[src/rtl/uart_apb_ctrl_if.sv]
// APB bus bundle between the UART echo controller (requester) and the UART
// register block (completer).
interface uart_apb_ctrl_if #(
    parameter int unsigned ADDR_W = 8
);
    logic              psel;
    logic              penable;
    logic [2:0]        pprot;
    logic [ADDR_W-1:0] paddr;
    logic              pwrite;
    logic [31:0]       pwdata;
    logic [3:0]        pstrb;
    logic [31:0]       prdata;
    logic              pready;
    logic              pslverr;

    modport master (
        output psel, penable, pprot, paddr, pwrite, pwdata, pstrb,
        input  prdata, pready, pslverr
    );

    modport slave (
        input  psel, penable, pprot, paddr, pwrite, pwdata, pstrb,
        output prdata, pready, pslverr
    );
endinterface

[src/rtl/uart_apb_ctrl.sv]
// APB requester that configures a UART, then echoes every received byte back.
// Optional build macro UART_CTRL_CASE_SWAP_EN: lower-case ASCII is echoed as upper-case.
module uart_apb_ctrl #(
    parameter int unsigned ADDR_W   = 8,
    parameter logic [31:0] BAUD_DIV = 32'd434,
    parameter logic [31:0] CTRL_VAL = 32'h0000_0003
) (
    input  logic                   clk,
    input  logic                   resetn,
    input  logic                   en,
    uart_apb_ctrl_if.master        apb,
    output logic                   cfg_done,
    output logic                   err,
    output logic [7:0]             echo_cnt
);
    localparam logic [7:0] REG_DATA   = 8'h00;
    localparam logic [7:0] REG_STATUS = 8'h04;
    localparam logic [7:0] REG_CTRL   = 8'h08;
    localparam logic [7:0] REG_DIV    = 8'h0C;

    typedef enum logic [2:0] {
        S_IDLE, S_W_DIV, S_W_CTRL, S_P_RX, S_R_DATA, S_P_TX, S_W_DATA
    } state_t;

    state_t      state;
    logic [7:0]  rx_byte;
    logic [7:0]  tx_byte;
    logic [7:0]  req_addr;
    logic        req_write;
    logic [31:0] req_wdata;

`ifdef UART_CTRL_CASE_SWAP_EN
    assign tx_byte = (rx_byte >= 8'h61 && rx_byte <= 8'h7A) ? rx_byte - 8'h20 : rx_byte;
`else
    assign tx_byte = rx_byte;
`endif

    // Transfer the current state issues when it next starts a SETUP phase
    always_comb begin
        req_addr  = REG_DATA;
        req_write = 1'b0;
        req_wdata = 32'h0;
        case (state)
            S_IDLE, S_W_DIV: begin
                req_addr  = REG_DIV;
                req_write = 1'b1;
                req_wdata = BAUD_DIV;
            end
            S_W_CTRL: begin
                req_addr  = REG_CTRL;
                req_write = 1'b1;
                req_wdata = CTRL_VAL;
            end
            S_P_RX, S_P_TX: req_addr = REG_STATUS;
            S_R_DATA:       req_addr = REG_DATA;
            S_W_DATA: begin
                req_addr  = REG_DATA;
                req_write = 1'b1;
                req_wdata = {24'h0, tx_byte};
            end
            default: ;
        endcase
    end

    // psel low = bus idle/gap, psel & !penable = SETUP, both high = ACCESS
    always_ff @(posedge clk) begin
        if (!resetn) begin
            state       <= S_IDLE;
            rx_byte     <= 8'h00;
            apb.psel    <= 1'b0;
            apb.penable <= 1'b0;
            apb.pprot   <= 3'b000;
            apb.paddr   <= '0;
            apb.pwrite  <= 1'b0;
            apb.pwdata  <= 32'h0;
            apb.pstrb   <= 4'h0;
            cfg_done    <= 1'b0;
            err         <= 1'b0;
            echo_cnt    <= 8'h00;
        end else begin
            apb.pprot <= 3'b000;
            if (!apb.psel) begin
                if (state != S_P_RX || en) begin
                    apb.psel    <= 1'b1;
                    apb.penable <= 1'b0;
                    apb.paddr   <= ADDR_W'(req_addr);
                    apb.pwrite  <= req_write;
                    apb.pwdata  <= req_wdata;
                    apb.pstrb   <= req_write ? 4'hF : 4'h0;
                end
                if (state == S_IDLE) begin
                    state <= S_W_DIV;
                end
            end else if (!apb.penable) begin
                apb.penable <= 1'b1;
            end else if (apb.pready) begin
                apb.psel    <= 1'b0;
                apb.penable <= 1'b0;
                if (apb.pslverr) begin
                    // Config/poll transfers retry in place; data transfers drop the byte
                    err <= 1'b1;
                    if (state == S_R_DATA || state == S_W_DATA) begin
                        state <= S_P_RX;
                    end
                end else begin
                    case (state)
                        S_W_DIV:  state <= S_W_CTRL;
                        S_W_CTRL: begin
                            state    <= S_P_RX;
                            cfg_done <= 1'b1;
                        end
                        S_P_RX:   state <= apb.prdata[0] ? S_R_DATA : S_P_RX;
                        S_R_DATA: begin
                            rx_byte <= apb.prdata[7:0];
                            state   <= S_P_TX;
                        end
                        S_P_TX:   state <= apb.prdata[1] ? S_P_TX : S_W_DATA;
                        S_W_DATA: begin
                            echo_cnt <= echo_cnt + 8'd1;
                            state    <= S_P_RX;
                        end
                        default:  state <= S_IDLE;
                    endcase
                end
            end
        end
    end
endmodule

[src/flat_wrapper.sv]
// flat-port wrapper written by rule: the top's interface ports become plain ports
module uart_apb_ctrl_flat 
#(
    parameter int unsigned ADDR_W   = 8,
    parameter logic [31:0] BAUD_DIV = 32'd434,
    parameter logic [31:0] CTRL_VAL = 32'h0000_0003
)
  (clk, resetn, en, cfg_done, err, echo_cnt, apb_psel, apb_penable, apb_pprot, apb_paddr, apb_pwrite, apb_pwdata, apb_pstrb, apb_prdata, apb_pready, apb_pslverr);
  uart_apb_ctrl_if #(.ADDR_W(ADDR_W)) apb_i ();
  input  logic clk;
  input  logic resetn;
  input  logic en;
  output logic cfg_done;
  output logic err;
  output logic [7:0] echo_cnt;
  output wire logic [$bits(apb_i.psel)-1:0] apb_psel;
  output wire logic [$bits(apb_i.penable)-1:0] apb_penable;
  output wire logic [$bits(apb_i.pprot)-1:0] apb_pprot;
  output wire logic [$bits(apb_i.paddr)-1:0] apb_paddr;
  output wire logic [$bits(apb_i.pwrite)-1:0] apb_pwrite;
  output wire logic [$bits(apb_i.pwdata)-1:0] apb_pwdata;
  output wire logic [$bits(apb_i.pstrb)-1:0] apb_pstrb;
  input wire logic [$bits(apb_i.prdata)-1:0] apb_prdata;
  input wire logic [$bits(apb_i.pready)-1:0] apb_pready;
  input wire logic [$bits(apb_i.pslverr)-1:0] apb_pslverr;
  assign apb_psel = apb_i.psel;
  assign apb_penable = apb_i.penable;
  assign apb_pprot = apb_i.pprot;
  assign apb_paddr = apb_i.paddr;
  assign apb_pwrite = apb_i.pwrite;
  assign apb_pwdata = apb_i.pwdata;
  assign apb_pstrb = apb_i.pstrb;
  assign apb_i.prdata = apb_prdata;
  assign apb_i.pready = apb_pready;
  assign apb_i.pslverr = apb_pslverr;
  uart_apb_ctrl #(.ADDR_W(ADDR_W), .BAUD_DIV(BAUD_DIV), .CTRL_VAL(CTRL_VAL)) u_core (.clk(clk), .resetn(resetn), .en(en), .apb(apb_i), .cfg_done(cfg_done), .err(err), .echo_cnt(echo_cnt));
endmodule
[config.mk]
export PLATFORM = sky130hd
export DESIGN_NAME = uart_apb_ctrl_flat
export DESIGN_NICKNAME = d
export VERILOG_FILES = /design/src/rtl/uart_apb_ctrl_if.sv /design/src/rtl/uart_apb_ctrl.sv /design/src/flat_wrapper.sv
export SDC_FILE = /design/constraint.sdc
export NUM_CORES = 1
export LEC_CHECK = 0
export ABC_AREA = 1
export CORE_MARGIN = 8
export CORE_UTILIZATION = 40
export CTS_BUF_LIST = sky130_fd_sc_hd__clkbuf_2 sky130_fd_sc_hd__clkbuf_4 sky130_fd_sc_hd__clkbuf_8
export DETAILED_ROUTE_END_ITERATION = 7
export PLACE_DENSITY = 0.9
export REMOVE_ABC_BUFFERS = 1
export SYNTH_ARGS = -nofsm -noshare
export SYNTH_HDL_FRONTEND = slang
export SYNTH_SLANG_ARGS = --single-unit
[constraint.sdc]
create_clock -name clk -period 1.3 [get_ports clk]
set_input_delay 0.26 -clock clk [delete_from_list [all_inputs] [get_ports clk]]
set_output_delay 0.26 -clock clk [all_outputs]
set_load 0.02 [all_outputs]
# [Word-level counts from Yosys, hierarchy flattened]
# Cells that the tools add are included.
[op_classes] eq_ne=10 n_mux=19 addsub=1 bitwise=2 reduce_logical=15
[op_table] cell="$pmux 9 s3" n=1
[op_table] cell="$mux 3" n=7
[op_table] cell="$pmux 3 s5" n=1
[op_table] cell="$reduce_and 5->1" n=3
[op_table] cell="$pmux 4 s3" n=1
[op_table] cell="$eq 3x3->1 const B" n=3
[op_table] cell="$add 8x1->8 const B" n=1
[op_table] cell="$reduce_and 4->1" n=2
[op_table] cell="$mux 1" n=7
[op_table] cell="$eq 3x2->1 const B" n=2
[op_table] cell="$reduce_or 2->1" n=3
[op_table] cell="$mux 4" n=1
[op_table] cell="$ne 2x2->1 const B" n=2
[op_table] cell="$reduce_bool 2->1" n=2
[op_table] cell="$reduce_or 4->1" n=1
[op_table] cell="$eq 3x1->1 const B" n=1
[op_table] cell="$logic_not 3->1" n=1
[op_table] cell="$ne 3x2->1 const B" n=1
[op_table] cell="$ne 3x3->1 const B" n=1
[op_table] cell="$logic_or 1x1->1" n=2
[op_table] cell="$mux 2" n=1
[op_table] cell="$not 1->1" n=2
[op_table] cell="$reduce_and 2->1" n=1
[word_totals] elab_cells=58 in_bits=37 ff_bits=68

# [Longest topological paths before layout]
[logic_depth] word_depth=7 mapped_depth=8 ltp_nobuf=8

# [Least setup slack after synthesis]
# Ideal clock, no wire load.
[synth_timing] kind="register to register" startpoint="register u_core.apb.penable" endpoint="register u_core.echo_cnt[6]" n_path_buf=0 period_less_slack_ps=1253 setup_ps=113 t_required_ps=1187 stages_incl_launch_ff=8 t_arrival_ps=1140 setup_slack_ps=47 cell_sequence="dfxtp_1 > nand2_1 > nor2_4 > nand2_4 > nor2_2 > nand2_1 > nand2_1 > nor2_1"
[synth_between] elab_chain_cells=1
[synth_rtl] item="start, declared" line="uart_apb_ctrl_if.sv:18" text="output psel, penable, pprot, paddr, pwrite, pwdata, pstrb,"
[synth_rtl] item="start signal, assigned" line="uart_apb_ctrl.sv:71" text="apb.penable <= 1'b0;"
[synth_rtl] item="start signal, assigned" line="uart_apb_ctrl.sv:85" text="apb.penable <= 1'b0;"
[synth_rtl] item="start signal, assigned" line="uart_apb_ctrl.sv:95" text="apb.penable <= 1'b1;"
[synth_rtl] item="$reduce_and 5->1 (no line)"
[synth_rtl] item="end signal, assigned" line="uart_apb_ctrl.sv:119" text="echo_cnt <= echo_cnt + 8'd1;"
[synth_rtl] item="end, declared" line="uart_apb_ctrl.sv:14" text="output logic [7:0] echo_cnt"
# No other way between the ends.
# A chain may end at the register's enable or synchronous reset.

# [Worst setup path in the final report]
[layout_timing] startpoint="register u_core.echo_cnt[1]" endpoint="output echo_cnt[1]"
[layout_lines] item="end, declared" line="flat_wrapper.sv:15" text="output logic [7:0] echo_cnt;"
# No word-level cell between the ends.

==> flow_summary.yaml <==
run_status:
  status: "finished clean"
power:
  clockPowerShare_pct: 34.6
  pwr-share-comb_pct: 16.4
  power.switching_mw: 0.674
  vdd.ir_drop.worst_mv: 0.675
  p_leak_nw: 1.18
  internal_power_mw: 1.62
  seqPwrFrac_pct: 49.0
  power_density_nw_per_um2: 972
  switching_share_pct: 29.4
routing:
  routed_via_density: 4.63
  drt-pass1-iter-count: 4
  antenna_violating_nets_post_route: 0
  route.vias.total: 1659
  drt_iter0_drc: 89
  totalWireLength_um: 4510
  drc: 0
  wl_per_cell_um: 12.6
run:
  cap_violations: 0
timing:
  slew_headroom_pct: 64.6
  tightestPinTransition_ns: 0.530
  drv_slew: 0
  finalSetupViolCount: 0
  setup_tns_ns: 0
  final.period_utilization_pct: 96.1
  final_hold_viol_count: 0
  period_needed_ns: 1.25
  skew_ns: 0.00433
  max_freq_ghz: 0.800
synthesis:
  synthArstFlopShare_pct: 0
  synth_area_um2: 1810
  yosys_warnings: 0
  synth_top_area_share_pct: 38.6
  syn_inst: 249
  synth-seq-cells: 35
  yosysMostFrequentCell: "nor2_1"
  synth_top_area_cell: "dfxtp_1"
  synth-edff-count: 0
  avgSynthCellArea_um2: 7.29
  yosysUniqueCellTypes: 29
  synth_common_cells: "nor2_1 (45), nand2_1 (41), buf_4 (37), dfxtp_1 (35), o21ai_0 (21)"
  synthFlopType: "dfxtp_1"
  ys_seq_area_share_pct: 38.6
  ys_top_cells_by_area: "dfxtp_1 (39%), buf_4 (15%), nor2_1 (9.3%), nand2_1 (8.5%), o21ai_0 (5.8%)"
critical_path:
  crit_type: "register to output port"
  critPathMaxStageDelay_ns: 0.38
  crit_path_end_kind: "output port"
  startpoint_type: "register"
  path_buf_inv: 1
  slowest_stage: "dfxtp_1"
  r2r_slack_ns: 0.08
  cp_max_fo: 4
  crit_chain: "clkdlybuf4s15_1"
  crit-reg2reg-launch: "u_core.state[2]"
  r2r-end: "u_core.state[2]"
  critPathArrivalTime_ns: 0.99
  ff2ff_path_depth: 6
  crit_family: "flip-flops"
  required_ns: 1.04
global_routing:
  antenna_found_initial: 0
  grt_pass1_vias: 1677
  overflow: 0
  grt_max_degree: 20
  grt_pass1_wl_um: 7520
  grt_usage_pct: 12.7
finish:
  syn_to_final_growth_pct: 30.2
  diodes: 0
  drive_gt1_share_pct: 19.6
  nets: 343
  fin_area_um2: 2360
clock_tree:
  ctsHtreeMaxLevel: 2
  clock_path_buffers: 2
  tritoncts: "done"
  hold_buffers: 0
  cts.clk_slew.worst_paths_ns: 0.07
  cts-root-buf: "clkbuf_8"
  cts-buffers-inserted: 5
  clk_latency_ns: 0.28
  cts_sinks: 35
die:
  fp.dieW_um: 83.3
  die_y_um: 83.3
  io_pins: 97
  start_util_pct: 41.7
  fp-row-count: 24
  die_area_um2: 6950
  fp.coreArea_um2: 4350
hold_path:
  hold_end: "u_core.err"
  hold_path_class: "primary input to register"
  hp-start: "apb_pslverr"
  whs_path_depth: 4
placed_design:
  port-buffer-count: 40
  dp_hpwl_um: 3310
  placed_cell_area_um2: 2230
  gp_congestion: 0.812
-- metal layers --
layer  track usage [%]  part of all wire, %
met3              6.05                  8.7
met4              5.27                  1.0
met1              13.5                   42
met2              21.1                   49
met5                 0                    0
-- registers in the layout, summed over array words and instances, names as in the netlist --
register            flops
u_core.apb.paddr        2
u_core.cfg_done         1
u_core.echo_cnt         8
u_core.apb.penable      1
u_core.apb.pwdata       9
u_core.rx_byte          8
u_core.apb.psel         1
u_core.state            3
u_core.err              1
u_core.apb.pstrb        1
-- worst register-to-register path, delay by kind of cell (launching register included) --
kind / cells / cell delay (ns)
compound gates: 2 / 0.38
simple gates: 3 / 0.22
flops: 1 / 0.41
buf+inv: 1 / 0.11
-- metrics by stage --
stage	setup slack (ns)	util [%]	std cells	power [mW]	hold WS (ns)
final	0.0504	54.3	358	2.30	0.376
after global routing	-0.00391	54.3	358	2.40	0.408
after CTS	-0.0182	52.9	357	2.31	0.466
after detailed placement	-0.337	51.2	349	1.54	0.457
after global placement	-0.315	51.2	349	1.54	0.451
after floorplan	0.0498	-	239	1.36	0.377
-- how the worst max path moves through the flow --
stage / start / endpoint / slack, ns / cells past startpoint
3_5_place_dp: apb_pready / u_core.rx_byte[0] / -0.34 / 7
5_1_grt: u_core.echo_cnt[0] / u_core.echo_cnt[4] / -0.004 / 6
4_1_cts: apb_pslverr / u_core.echo_cnt[6] / -0.02 / 9
3_3_place_gp: apb_pready / u_core.rx_byte[0] / -0.31 / 7
2_1_floorplan: u_core.apb.penable / u_core.echo_cnt[6] / 0.05 / 7
6_report: u_core.echo_cnt[1] / echo_cnt[1] / 0.05 / 1
-- power groups by stage --
| stage | combinational [mW] | clock [mW] | sequential (mW) |
|---|---|---|---|
| finish | 0.378 | 0.794 | 1.13 |
| detailed placement | 0.388 | 0 | 1.15 |
| global route | 0.412 | 0.856 | 1.13 |
| CTS | 0.369 | 0.812 | 1.13 |
| floorplan | 0.161 | 0 | 1.20 |
| global placement | 0.386 | 0 | 1.15 |
-- final cells by class --
type,instances,area [um2]
inverters,18,72.6
fillers,410,1990
flip-flops and latches,35,709
clock buffers,6,76.3
multi-input cells,186,906
well taps,52,65.1
clock inverters,2,12.5
repair buffers,59,520
-- placed cells by master, fill, tap and decap left out, types with 9 or more instances in the layout --
master / n
dfxtp_1: 30
nor2_1: 43
nand2_1: 37
dlygate4sd2_1: 20
o21ai_0: 18
buf_4: 18
inv_1: 13
conb_1: 32
nand3_1: 9
clkdlybuf4s50_1: 10
a21oi_1: 15
-- kinds of logic after synthesis --
kind of cell	Yosys count	share of synthesized area, %
DFF	35	38.6
buffers and inverters	59	20.3
adders and majority gates	1	0.690
AOI/OAI and AO/OA	41	11.7
xor gates and xnor gates	3	1.45
and+or+nand+nor	109	27.0
other	1	0.207
-- repair_timing --
action / in CTS / in global routing
endpoints found under the setup margin: 32 / 35
setup buffers: 0 / 1
pin swaps: 1 / 7
gates resized for setup: 41 / 27
(Power assumes the default switching activity.)
